[src/rtl/pll_reset_sequencer_pkg.sv]
// Shared definitions for the PLL reset sequencer: FSM state encodings,
// reset-cause codes and the counter-width helper.
package pll_reset_seq_pkg;

  typedef enum logic [1:0] {
    ST_WAIT_LOCK = 2'b00,
    ST_STABILIZE = 2'b01,
    ST_HOLD      = 2'b10,
    ST_RUN       = 2'b11
  } seq_state_e;

  typedef enum logic [1:0] {
    CAUSE_POWER_ON  = 2'b00,
    CAUSE_LOCK_LOSS = 2'b01,
    CAUSE_BUTTON    = 2'b10
  } rst_cause_e;

  // A counter that runs 0..n-1 needs $clog2(n) bits; keep at least one bit.
  function automatic int cnt_width(input int n);
    return (n < 2) ? 1 : $clog2(n);
  endfunction

endpackage

[src/rtl/pll_reset_sequencer_sync_debounce.sv]
// Multi-flop synchronizer followed by a symmetric press/release debouncer.
// With BYPASS_DB set the synchronized level is passed straight through.
module rst_sync_debounce
  import pll_reset_seq_pkg::*;
#(
  parameter int   SYNC_STAGES     = 2,
  parameter int   DEBOUNCE_CYCLES = 256,
  parameter bit   BYPASS_DB       = 1'b0,
  parameter logic DB_RST_VAL      = 1'b1
) (
  input  logic i_clk,
  input  logic i_rst,
  input  logic i_async,
  output logic o_level
);

  localparam int DB_W = cnt_width(DEBOUNCE_CYCLES);
  localparam logic [DB_W-1:0] DB_LAST = DB_W'(DEBOUNCE_CYCLES - 1);

  logic [SYNC_STAGES-1:0] r_sync;
  logic [DB_W-1:0]        r_db_cnt;
  logic                   r_db;
  logic                   w_sync;

  always_ff @(posedge i_clk or posedge i_rst) begin
    if (i_rst) begin
      r_sync <= '0;
    end else begin
      r_sync <= {r_sync[SYNC_STAGES-2:0], i_async};
    end
  end

  assign w_sync = r_sync[SYNC_STAGES-1];

  // The debounced level flips only after DEBOUNCE_CYCLES consecutive disagreeing samples.
  always_ff @(posedge i_clk or posedge i_rst) begin
    if (i_rst) begin
      r_db_cnt <= '0;
      r_db     <= DB_RST_VAL;
    end else if (w_sync == r_db) begin
      r_db_cnt <= '0;
    end else if (r_db_cnt == DB_LAST) begin
      r_db_cnt <= '0;
      r_db     <= w_sync;
    end else begin
      r_db_cnt <= r_db_cnt + 1'b1;
    end
  end

  assign o_level = BYPASS_DB ? w_sync : r_db;

endmodule

[src/rtl/pll_reset_sequencer.sv]
// PLL lock / push-button reset sequencer producing a registered active-low fabric reset.
// Define PLL_RESET_SEQ_LOSS_CNT_EN to build the saturating lock-loss event counter.
module pll_reset_sequencer
  import pll_reset_seq_pkg::*;
#(
  parameter int SYNC_STAGES        = 2,
  parameter int LOCK_STABLE_CYCLES = 1024,
  parameter int RST_HOLD_CYCLES    = 16,
  parameter int DEBOUNCE_CYCLES    = 256
) (
  input  logic       CLK,
  input  logic       RESET,
  input  logic       PLL_LOCK,
  input  logic       EXT_RST_N,
  output logic       FABRIC_RESET_N,
  output logic       LOCK_SYNC,
  output logic [1:0] SEQ_STATE,
  output logic [1:0] RESET_CAUSE,
  output logic [7:0] LOCK_LOSS_CNT
);

  localparam int STAB_W = cnt_width(LOCK_STABLE_CYCLES);
  localparam int HOLD_W = cnt_width(RST_HOLD_CYCLES);
  localparam logic [STAB_W-1:0] STAB_LAST = STAB_W'(LOCK_STABLE_CYCLES - 1);
  localparam logic [HOLD_W-1:0] HOLD_LAST = HOLD_W'(RST_HOLD_CYCLES - 1);

  seq_state_e        r_state, w_state_nxt;
  rst_cause_e        r_cause, w_cause_nxt;
  logic [STAB_W-1:0] r_stab_cnt, w_stab_cnt_nxt;
  logic [HOLD_W-1:0] r_hold_cnt, w_hold_cnt_nxt;
  logic              r_fabric_rst_n;
  logic              w_lock_sync;
  logic              w_btn_db;
  logic              w_btn_press;

  rst_sync_debounce #(
    .SYNC_STAGES     (SYNC_STAGES),
    .DEBOUNCE_CYCLES (DEBOUNCE_CYCLES),
    .BYPASS_DB       (1'b1),
    .DB_RST_VAL      (1'b0)
  ) u_lock_sync (
    .i_clk   (CLK),
    .i_rst   (RESET),
    .i_async (PLL_LOCK),
    .o_level (w_lock_sync)
  );

  rst_sync_debounce #(
    .SYNC_STAGES     (SYNC_STAGES),
    .DEBOUNCE_CYCLES (DEBOUNCE_CYCLES),
    .BYPASS_DB       (1'b0),
    .DB_RST_VAL      (1'b1)
  ) u_btn_debounce (
    .i_clk   (CLK),
    .i_rst   (RESET),
    .i_async (EXT_RST_N),
    .o_level (w_btn_db)
  );

  assign w_btn_press = ~w_btn_db;

  always_ff @(posedge CLK or posedge RESET) begin
    if (RESET) begin
      r_state        <= ST_WAIT_LOCK;
      r_cause        <= CAUSE_POWER_ON;
      r_stab_cnt     <= '0;
      r_hold_cnt     <= '0;
      r_fabric_rst_n <= 1'b0;
    end else begin
      r_state        <= w_state_nxt;
      r_cause        <= w_cause_nxt;
      r_stab_cnt     <= w_stab_cnt_nxt;
      r_hold_cnt     <= w_hold_cnt_nxt;
      r_fabric_rst_n <= (w_state_nxt == ST_RUN);
    end
  end

  // Lock loss is tested before the button so it wins when both arrive together.
  always_comb begin
    w_state_nxt    = r_state;
    w_cause_nxt    = r_cause;
    w_stab_cnt_nxt = r_stab_cnt;
    w_hold_cnt_nxt = r_hold_cnt;
    case (r_state)
      ST_WAIT_LOCK: begin
        if (w_lock_sync) begin
          w_state_nxt    = ST_STABILIZE;
          w_stab_cnt_nxt = '0;
        end
      end
      ST_STABILIZE: begin
        if (!w_lock_sync) begin
          w_state_nxt = ST_WAIT_LOCK;
        end else if (r_stab_cnt == STAB_LAST) begin
          w_state_nxt    = ST_HOLD;
          w_stab_cnt_nxt = '0;
          w_hold_cnt_nxt = '0;
        end else begin
          w_stab_cnt_nxt = r_stab_cnt + 1'b1;
        end
      end
      ST_HOLD: begin
        if (!w_lock_sync) begin
          w_state_nxt = ST_WAIT_LOCK;
          w_cause_nxt = CAUSE_LOCK_LOSS;
        end else if (w_btn_press) begin
          w_hold_cnt_nxt = '0;
        end else if (r_hold_cnt == HOLD_LAST) begin
          w_state_nxt = ST_RUN;
        end else begin
          w_hold_cnt_nxt = r_hold_cnt + 1'b1;
        end
      end
      ST_RUN: begin
        if (!w_lock_sync) begin
          w_state_nxt = ST_WAIT_LOCK;
          w_cause_nxt = CAUSE_LOCK_LOSS;
        end else if (w_btn_press) begin
          w_state_nxt    = ST_HOLD;
          w_cause_nxt    = CAUSE_BUTTON;
          w_hold_cnt_nxt = '0;
        end
      end
      default: w_state_nxt = ST_WAIT_LOCK;
    endcase
  end

`ifdef PLL_RESET_SEQ_LOSS_CNT_EN
  logic [7:0] r_loss_cnt;
  logic       w_loss_evt;

  assign w_loss_evt = ((r_state == ST_HOLD) || (r_state == ST_RUN)) && !w_lock_sync;

  always_ff @(posedge CLK or posedge RESET) begin
    if (RESET) begin
      r_loss_cnt <= '0;
    end else if (w_loss_evt && !(&r_loss_cnt)) begin
      r_loss_cnt <= r_loss_cnt + 1'b1;
    end
  end

  assign LOCK_LOSS_CNT = r_loss_cnt;
`else
  assign LOCK_LOSS_CNT = '0;
`endif

  assign FABRIC_RESET_N = r_fabric_rst_n;
  assign LOCK_SYNC      = w_lock_sync;
  assign SEQ_STATE      = r_state;
  assign RESET_CAUSE    = r_cause;

endmodule

[config.mk]
export PLATFORM = sky130hd
export DESIGN_NAME = pll_reset_sequencer
export DESIGN_NICKNAME = d
export VERILOG_FILES = /design/src/rtl/pll_reset_sequencer_pkg.sv /design/src/rtl/pll_reset_sequencer_sync_debounce.sv /design/src/rtl/pll_reset_sequencer.sv
export SDC_FILE = /design/constraint.sdc
export NUM_CORES = 1
export LEC_CHECK = 0
export ABC_AREA = 1
export CAP_MARGIN = 0
export CORE_UTILIZATION = 49
export DETAILED_ROUTE_END_ITERATION = 8
export PLACE_DENSITY = 0.7
export SLEW_MARGIN = 20
export SYNTH_ARGS = -nofsm -noshare
export SYNTH_HDL_FRONTEND = slang
export SYNTH_HIERARCHICAL = 1
export SYNTH_SLANG_ARGS = --single-unit
[constraint.sdc]
create_clock -name CLK -period 2.55 [get_ports CLK]
set_input_delay 0.255 -clock CLK [delete_from_list [all_inputs] [get_ports CLK]]
set_output_delay 0.255 -clock CLK [all_outputs]
set_load 0.05 [all_outputs]
==> out/results.tsv, run 1 <==
metric	value	unit
Worst EP arrival	1.69	ns
share of cells above drive strength 1	13.96	%
reg-to-reg slack, setup	1.09	ns
Tmin final	1.947	ns
I/O pins	18	
Buf+Inv Stages, Crit Path	1	
routability congestion estimate	0.8219	
final WL	2.964	mm
R2R depth	7	
Clk pin slew, worst setup/hold paths	0.10	ns
Die Y-Extent	61.88	µm
die area	0.003829	mm²
crit path cell chain	clkdlybuf4s50_1	
dominant cells by area after synthesis	dfrtp_1 44%, nand2_1 11%, nor2_1 4.9%, inv_1 4.7%, nand4_1 4.6%	
Mapped Cells	207	
Synth Cell Area	0.001757	mm²
number of global-route vias before repair	1142	
Ys Warns	6	
n_diodes	0	
Max-slew headroom	49.16	%
Async SR Flop Fraction	100.0	%
Final Setup Violations	0	
Chip Width	61.88	µm
nets	228	
gr usage total	18.42	%
Leak Pwr	0.0009137	µW
routed len/inst	11.06	µm
total grt overflow	0	
EDFF count, synth	0	
post-cts resize count	0	
Worst Setup End Kind	output pin	
CTS Buffer Depth	2	
DP HPWL	2.170	mm
Primary FF master, synth	dfrtp_1	
TritonCTS clock tree	yes	
Initial Util	51.83	%
kind of critical path	flop to output pin	
crit-path leading delay family	buffers and inverters	
# DRC	0	
Reg-to-Reg Start	r_hold_cnt[0]	
Port Buffers	9	
Layout area overhead	9.188	%
leading area contributor after synthesis	dfrtp_1	
via/cell ratio	4.754	
most common cell in the netlist	nand2_1	
first-pass GRT wire length	4.988	mm
Cell Pwr Density	501.1	mW/mm²
cts bufs inserted	5	
Seq/Total Area, Yosys	45.66	%
top cell type's share of synthesized area	44.16	%
HP Class	input pin to async pin	
CP Launch Point	SEQ_STATE[0]	
r2r endpoint	r_hold_cnt[3]	
Core Region	0.003390	mm²
htree depth	2	
Starting DRT DRC Count	81	
DR vias	1274	
Slew @ Worst Pin	0.7617	ns
Placed Cells	260	
achievable frequency	513.6	MHz
post-route insts no fill	268	
CP Launch Type	flop	
largest net degree at the start of global routing	20	
clk_lat worst skew	0.32	ns
CP required	2.30	ns
Max Fanout on Critical Path	7	
Routed Antenna Nets	0	
critical path's slowest cell	clkdlybuf4s50_1	
Max IR drop VDD	0.0003660	V
Synth Register Bits	32	
period utilisation layout	76.36	%
CTS sink cnt	32	
Cell variety after synth	34	
cell row count	21	
initial antenna violation count	0	
Final Max Tran Viols	0	
RSZ-0062 raised after global routing	no	
Root Driver	clkbuf_4	
Hold Buf Count CTS	0	
Avg Cell Area, Syn	8.486	µm²
max_cap viols	0	
CP max stage delay	0.86	ns
status	complete, no violations	
TNS Setup	0	ns
Final Hold Fails	0	
post-CTS setup buffers	0	
Pre-Repair DR Iteration Count	4	
Hold Worst Slack	0.1174	ns
Worst Skew	0.007051	ns
top post-synthesis cells by count	53 x nand2_1, 31 x dfrtp_1, 23 x nor2_1	
-- metrics by stage --
step | total power [µW] | util [%] | setup WS (ns) | cell area [µm²]
2_1_floorplan | 652.2 | - | 1.080 | 1783
3_3_place_gp | 667.9 | 54.85 | 0.9716 | 1859
3_5_place_dp | 669.4 | 54.85 | 0.9508 | 1859
4_1_cts | 974.4 | 56.59 | 0.5858 | 1918
5_1_grt | 1006 | 56.59 | 0.5303 | 1918
6_report | 961.2 | 56.59 | 0.6028 | 1918
-- sequential cells by signal, indices dropped and copies added, names as in the netlist --
signal and count:
u_btn_debounce/r_db_cnt 8, SEQ_STATE 2, r_hold_cnt 4, u_btn_debounce/r_sync 2, RESET_CAUSE 2, u_btn_debounce/o_level 1
u_lock_sync/r_sync 2, FABRIC_RESET_N 1, r_stab_cnt 10
-- logic make-up after synthesis --
| group | after synthesis | synth area share (%) |
|---|---|---|
| simple gates | 113 | 32.62 |
| compound gates | 18 | 6.696 |
| buf+inv | 35 | 9.758 |
| fa+ha+maj | 3 | 2.137 |
| flops | 32 | 45.66 |
| other cells | 1 | 0.2135 |
| xor+xnor | 5 | 2.921 |
-- where the power goes --
part	switching (µW)	total, µW	internal [µW]
combinational	86.3	116	29.3
sequential	18.9	543	524
clock	167	303	136
-- worst reg2reg max path: stages, from the launching register on --
cell     delay (ns)
dfrtp_1        0.45
ha_1           0.25
nand2_1        0.07
nor2_1         0.06
o21ai_2        0.27
nand3_4        0.13
nand2_1        0.08
nand2_1        0.06
-- placed cells by master, fill, tap and decap left out, drive strengths merged --
cell type / instances
a21boi: 1
a21o: 1
a21oi: 7
and2: 1
clkbuf: 8
clkdlybuf4s50: 9
conb: 8
dfrtp: 31
dfstp: 1
ha: 3
inv: 26
nand2: 57
nand3: 12
nand4: 13
nor2: 29
nor3: 1
o21ai: 7
o21bai: 1
o22ai: 1
xnor2: 1
xor2: 4
-- worst max-delay path by stage --
stage,end,slack [ns],cells past startpoint
2_1_floorplan,r_stab_cnt[6],1.08,6
3_3_place_gp,SEQ_STATE[0],0.97,1
3_5_place_dp,SEQ_STATE[1],0.95,1
4_1_cts,SEQ_STATE[1],0.59,1
5_1_grt,SEQ_STATE[0],0.53,1
6_report,SEQ_STATE[0],0.60,1
-- final cells by class --
| class | instances | area, µm² |
|---|---|---|
| fill | 325 | 1471 |
| inverter | 26 | 100.1 |
| multi-input combinational | 147 | 809.5 |
| clock buffer | 8 | 58.81 |
| tap | 46 | 57.56 |
| timing repair buffer | 9 | 90.09 |
| sequential | 32 | 802.0 |
-- per-layer routing --
| metal | global-route usage, % | up-vias | wire (µm) |
|---|---|---|---|
| met4 | 8.571 | 0 | 41 |
| met2 | 28.26 | 19 | 1318 |
| met5 | 0 | - | 0 |
| li1 | - | 675 | - |
| met1 | 24.80 | 575 | 1519 |
| met3 | 4.348 | 5 | 85 |
Power figures use the tool's default switching activity.
==> inputs of run 2 (changes only) <==
--- a/config.mk
+++ b/config.mk
@@ -9,7 +9,7 @@
 export CAP_MARGIN = 0
 export CORE_UTILIZATION = 49
 export DETAILED_ROUTE_END_ITERATION = 8
-export PLACE_DENSITY = 0.7
+export PLACE_DENSITY = 0.73
 export SLEW_MARGIN = 20
 export SYNTH_ARGS = -nofsm -noshare
 export SYNTH_HDL_FRONTEND = slang
==> constraint.sdc (replaced) <==
create_clock -name CLK -period 1.7 [get_ports CLK]
set_input_delay 0.17 -clock CLK [delete_from_list [all_inputs] [get_ports CLK]]
set_output_delay 0.17 -clock CLK [all_outputs]
set_load 0.05 [all_outputs]
==> run 2 against run 1 <==
Against the previous run: combinational power grew 50%; critical path depth is the same; first-iteration DRC count shrank 53%; cell count grew 0.37%; flip-flop and latch count is the same; clock power grew 45%; sequential power grew 50%; critical endpoint is now FABRIC_RESET_N.
==> out/results.tsv, run 2 (synthesis results as in run 1) <==
metric	value	unit
status	complete, no violations	
setup ws final	0.09224	ns
Reg-to-Reg Start	r_stab_cnt[0]	
CP endpoint	FABRIC_RESET_N	
Slew @ Worst Pin	0.4988	ns
Root Driver	clkbuf_4	
most common cell after layout, fill and taps aside	nand2_1	
crit path cell chain	clkdlybuf4s50_1	
Clk pin slew, worst setup/hold paths	0.10	ns
clk_lat worst skew	0.34	ns
number of global-route vias before repair	1134	
DP Worst Slack	0.2368	ns
RSZ-0062 raised after global routing	no	
Routed Antenna Nets	0	
DP HPWL	2.194	mm
Initial Util	51.83	%
Cell Pwr Density	742.2	mW/mm²
n_diodes	0	
period utilisation layout	94.57	%
I/O pins	18	
Final Max Tran Viols	0	
first-pass GRT wire length	4.864	mm
Worst Setup End Kind	output pin	
DR vias	1291	
Max Fanout on Critical Path	1	
Reg with most FFs	r_stab_cnt	
commonest non-fill, non-tap cells in the layout	53 x nand2_1, 31 x dfrtp_1, 23 x nor2_1, 22 x inv_1, 13 x nand4_1	
kind of critical path	flop to output pin	
Max IR drop VDD	0.0004613	V
CTS sink cnt	32	
largest net degree at the start of global routing	20	
Die Y-Extent	61.88	µm
Worst EP arrival	1.44	ns
HP Class	input pin to async pin	
# DRC	0	
TritonCTS clock tree	yes	
gr usage total	18.06	%
Final Setup Violations	0	
achievable frequency	622.0	MHz
R2R depth	8	
Max-slew headroom	66.69	%
CP Launch Point	FABRIC_RESET_N	
Port Buffers	9	
Layout area overhead	9.616	%
via/cell ratio	4.799	
total grt overflow	0	
CP required	1.53	ns
cts bufs inserted	5	
reg-to-reg slack, setup	0.18	ns
cell row count	21	
final WL	2.927	mm
CTS Buffer Depth	2	
post-CTS setup buffers	0	
nets	229	
critical path's slowest cell	clkdlybuf4s50_1	
TNS Setup	0	ns
max_cap viols	0	
CP max stage delay	0.79	ns
# fillers	310	
Worst Skew	0.01968	ns
Pre-Repair DR Iteration Count	4	
Leak Pwr	0.0009548	µW
htree depth	2	
Largest regs	r_stab_cnt: 10 flops, u_btn_debounce/r_db_cnt: 8 flops, r_hold_cnt: 4 flops	
critical path depth	1	
initial antenna violation count	0	
Chip Width	61.88	µm
share of cells above drive strength 1	16.59	%
Tmin final	1.608	ns
r2r endpoint	r_stab_cnt[1]	
Largest register FFs	10	
Core Region	0.003390	mm²
Buf+Inv Stages, Crit Path	1	
routability congestion estimate	0.7876	
die area	0.003829	mm²
CP Launch Type	flop	
Final Hold Fails	0	
Starting DRT DRC Count	38	
crit-path leading delay family	buffers and inverters	
routed len/inst	10.88	µm
run 2: cell count changes in the layout (fill, tap and decap cells not counted):
cell / previous run / this run
buf_4: 0 / 4
clkbuf_1: 2 / 0
clkinvlp_4: 0 / 2
clkinv_4: 0 / 1
clkdlybuf4s50_1: 9 / 4
dlymetal6s2s_1: 0 / 2
clkbuf_8: 1 / 0
run 2: layout make-up:
class | count | area, µm² | share of cell area [%]
timing repair buffer | 10 | 95.09 | 4.938
tap | 46 | 57.56 | 2.989
clock buffer | 5 | 37.54 | 1.949
sequential | 32 | 802.0 | 41.65
clock inverter | 3 | 23.77 | 1.235
multi-input combinational | 147 | 809.5 | 42.04
inverter | 26 | 100.1 | 5.198
run 2: what timing repair did:
action / 4_1_cts / 5_1_grt
gates resized for setup: 0 / 2
endpoints found under the setup margin: 0 / 2
hold buffers: 0 / 0
run 2: routing by layer:
layer,GRT usage (%),up-vias,share of wire (%)
met5,0,-,0
met4,6.667,0,1.2
met3,5.590,4,3.2
met2,27.19,21,46
met1,24.63,587,50
li1,-,679,-
run 2: power by group:
group	leakage, µW	switching (µW)	internal (µW)	total (µW)
clock network	0.0000274	278	163	440
registers	0.000428	29.1	786	815
logic	0.000500	129	45.0	174
run 2: through the flow:
| stage | util, % | std cells | total power (µW) | area, µm² | hold slack (ns) |
|---|---|---|---|---|---|
| 2_1_floorplan | - | 214 | 978.3 | 1783 | -0.08882 |
| 3_3_place_gp | 54.85 | 261 | 999.4 | 1859 | 0.3316 |
| 3_5_place_dp | 54.85 | 261 | 1003 | 1859 | 0.3364 |
| 4_1_cts | 56.66 | 269 | 1449 | 1921 | 0.03305 |
| 5_1_grt | 56.81 | 269 | 1520 | 1926 | 0.03848 |
| 6_report | 56.81 | 269 | 1429 | 1926 | 0.03768 |
run 2: worst min path at each step:
stage,start,to,depth (start not counted)
2_1_floorplan,RESET,u_lock_sync/r_sync[0],1
6_report,RESET,u_lock_sync/r_sync[0],2
4_1_cts,RESET,u_lock_sync/r_sync[0],2
3_3_place_gp,u_lock_sync/r_sync[0],u_lock_sync/r_sync[1],0
3_5_place_dp,u_btn_debounce/r_sync[0],u_btn_debounce/r_sync[1],0
5_1_grt,RESET,u_lock_sync/r_sync[0],2
==> inputs of run 3 (changes only) <==
--- a/config.mk
+++ b/config.mk
@@ -5,11 +5,10 @@
 export SDC_FILE = /design/constraint.sdc
 export NUM_CORES = 1
 export LEC_CHECK = 0
-export ABC_AREA = 1
 export CAP_MARGIN = 0
 export CORE_UTILIZATION = 49
 export DETAILED_ROUTE_END_ITERATION = 8
-export PLACE_DENSITY = 0.73
+export PLACE_DENSITY = 0.74
 export SLEW_MARGIN = 20
 export SYNTH_ARGS = -nofsm -noshare
 export SYNTH_HDL_FRONTEND = slang
==> run 3 against run 2 <==
Against the previous run: cell count is 17% lower; combinational power is 9.8% lower; maximum frequency is 1.3% lower; clock power is 4% lower; die area is 6.5% lower; synthesized cell count is 21% lower; worst setup slack worse by 0.021 ns; critical endpoint unchanged; largest power group unchanged; highest routed layer unchanged.
==> out/results.tsv, run 3 <==
metric	value	unit
Total Power	1410	µW
Mapped Cells	163	
Routed Antenna Nets	0	
dominant cells by area after synthesis	dfrtp_1 47%, nand3_1 4.6%, buf_4 3.7%, nand2_1 3.7%, a21oi_1 2.4%	
Post-DP Area	0.001777	mm²
post-CTS setup buffers	0	
DP HPWL	2.166	mm
Hold Buf Count CTS	0	
Primary FF master, synth	dfrtp_1	
TNS Setup	0	ns
Clk pin slew, worst setup/hold paths	0.11	ns
initial antenna violation count	0	
critical path's slowest cell	clkdlybuf4s50_1	
Gate power share	11.1	%
CTS sink cnt	32	
Largest regs	r_stab_cnt: 10 flops, u_btn_debounce/r_db_cnt: 8 flops, r_hold_cnt: 4 flops	
DR vias	1226	
Clock power frac	30.1	%
Seq/Total Area, Yosys	48.93	%
TritonCTS clock tree	yes	
Die Y-Extent	59.84	µm
met2 routed WL	1.406	mm
number of global-route vias before repair	1171	
top cell type's share of synthesized area	47.33	%
nets	186	
gr usage total	20.25	%
period utilisation layout	95.80	%
n_diodes	0	
Pre-Repair DR Iteration Count	4	
Flop pwr share	58.8	%
Leak Pwr	0.0008270	µW
Cell Pwr Density	768.6	mW/mm²
commonest non-fill, non-tap cells in the layout	30 x dfrtp_1, 16 x nand2_1, 15 x nand3_1	
post-layout util	59.11	%
Final Max Tran Viols	0	
status	complete, no violations	
total grt overflow	0	
Core Region	0.003103	mm²
leading area contributor after synthesis	dfrtp_1	
final instance area	0.001834	mm²
CP required	1.53	ns
Worst Setup End Kind	output pin	
Avg Cell Area, Syn	10.06	µm²
Slew @ Worst Pin	0.5556	ns
Worst Skew	0.01445	ns
CP Launch Type	flop	
cell row count	20	
Layout area overhead	11.91	%
# fillers	280	
Synth Register Bits	32	
crit path cell chain	clkdlybuf4s50_1	
RSZ-0062 raised after global routing	no	
I/O pins	18	
Buf+Inv Stages, Crit Path	1	
CTS Buffer Depth	2	
Max-slew headroom	62.69	%
Max Fanout on Critical Path	1	
Starting DRT DRC Count	56	
Initial Util	52.82	%
clk_lat worst skew	0.34	ns
die area	0.003580	mm²
Net Sw Frac	29.08	%
crit-path leading delay family	buffers and inverters	
Final Setup Violations	0	
Reg with most FFs	r_stab_cnt	
first-pass GRT wire length	5.271	mm
M1 wire length	1.428	mm
share of cells above drive strength 1	17.22	%
max_cap viols	0	
most common cell in the netlist	dfrtp_1	
HP Class	input pin to async pin	
Largest register FFs	10	
Root Driver	clkbuf_4	
internal power	999.8	µW
# DRC	0	
met3 WL	112	µm
routed len/inst	13.45	µm
cts bufs inserted	5	
setup ws final	0.07137	ns
most common cell after layout, fill and taps aside	dfrtp_1	
final WL	3.012	mm
NetSw	409.9	µW
Cell variety after synth	47	
Final Hold Fails	0	
Worst EP arrival	1.46	ns
Chip Width	59.84	µm
Tmin final	1.629	ns
achievable frequency	614.0	MHz
htree depth	2	
DP Worst Slack	0.09992	ns
routability congestion estimate	0.8397	
via/cell ratio	5.473	
EDFF count, synth	0	
Async SR Flop Fraction	100.0	%
Max IR drop VDD	0.0005526	V
Synth Cell Area	0.001639	mm²
highest layer used for signal routing	met4	
Ys Warns	6	
kind of critical path	flop to output pin	
CP max stage delay	0.80	ns
largest net degree at the start of global routing	20	
Port Buffers	9	
top post-synthesis cells by count	31 x dfrtp_1, 16 x nand2_1, 15 x nand3_1	
[run 3: area by class of cell]
cell class                 instances  area [µm²]  area share [%]
inverter                           8       30.03           1.637
multi-input combinational        118       758.2           41.34
sequential                        32       803.3           43.79
timing repair buffer              14       133.9           7.299
clock buffer                       6       41.29           2.251
clock inverter                     2       12.51          0.6821
tap                               44       55.05           3.001
[run 3: routing by layer]
metal | GRT usage [%] | vias up
met3 | 3.896 | 7
met2 | 30.63 | 35
li1 | - | 606
met1 | 27.20 | 578
met5 | 0 | -
met4 | 11.30 | 0
[run 3: logic make-up after synthesis]
kind of cell,after synthesis,share of synthesized area [%]
simple gates,61,19.24
xor+xnor,3,1.603
compound gates,37,17.25
fa+ha+maj,3,2.290
buf+inv,20,6.565
other cells,1,0.2288
flops,32,48.93
mux,6,3.893
[run 3: power groups by stage]
stage / Clock [µW] / Combinational (µW) / Sequential (µW)
CTS: 445 / 158 / 828
finish: 424 / 157 / 828
floorplan: 0 / 142 / 830
detailed placement: 0 / 157 / 843
global route: 472 / 174 / 834
global placement: 0 / 152 / 840
[run 3: through the flow]
stage	hold slack, ns	cells
after floorplan	-0.08888	170
after global placement	0.3350	216
after detailed placement	0.3346	216
after CTS	0.01933	224
after global routing	0.03529	224
final	0.02384	224
[run 3: path summary, 6_finish.rpt]
kind / start / endpoint / slack [ns] / cells after the start
max: FABRIC_RESET_N / FABRIC_RESET_N / 0.07 / 1
min: RESET / u_lock_sync/r_sync[1] / 0.02 / 2
max reg2reg: r_stab_cnt[0] / r_stab_cnt[7] / 0.09 / 5
min reg2reg: u_lock_sync/r_sync[0] / u_lock_sync/r_sync[1] / 0.36 / 0
max in group asynchronous: RESET / u_btn_debounce/o_level / 1.21 / 2
min in group CLK: PLL_LOCK / u_lock_sync/r_sync[0] / 0.26 / 1
[run 3: timing repair]
| action | 4_1_cts | 5_1_grt |
|---|---|---|
| setup endpoints to repair | 1 | 5 |
| gates resized for setup | 1 | 2 |
| hold endpoints to repair | 0 | 0 |
| pin swaps | 0 | 0 |
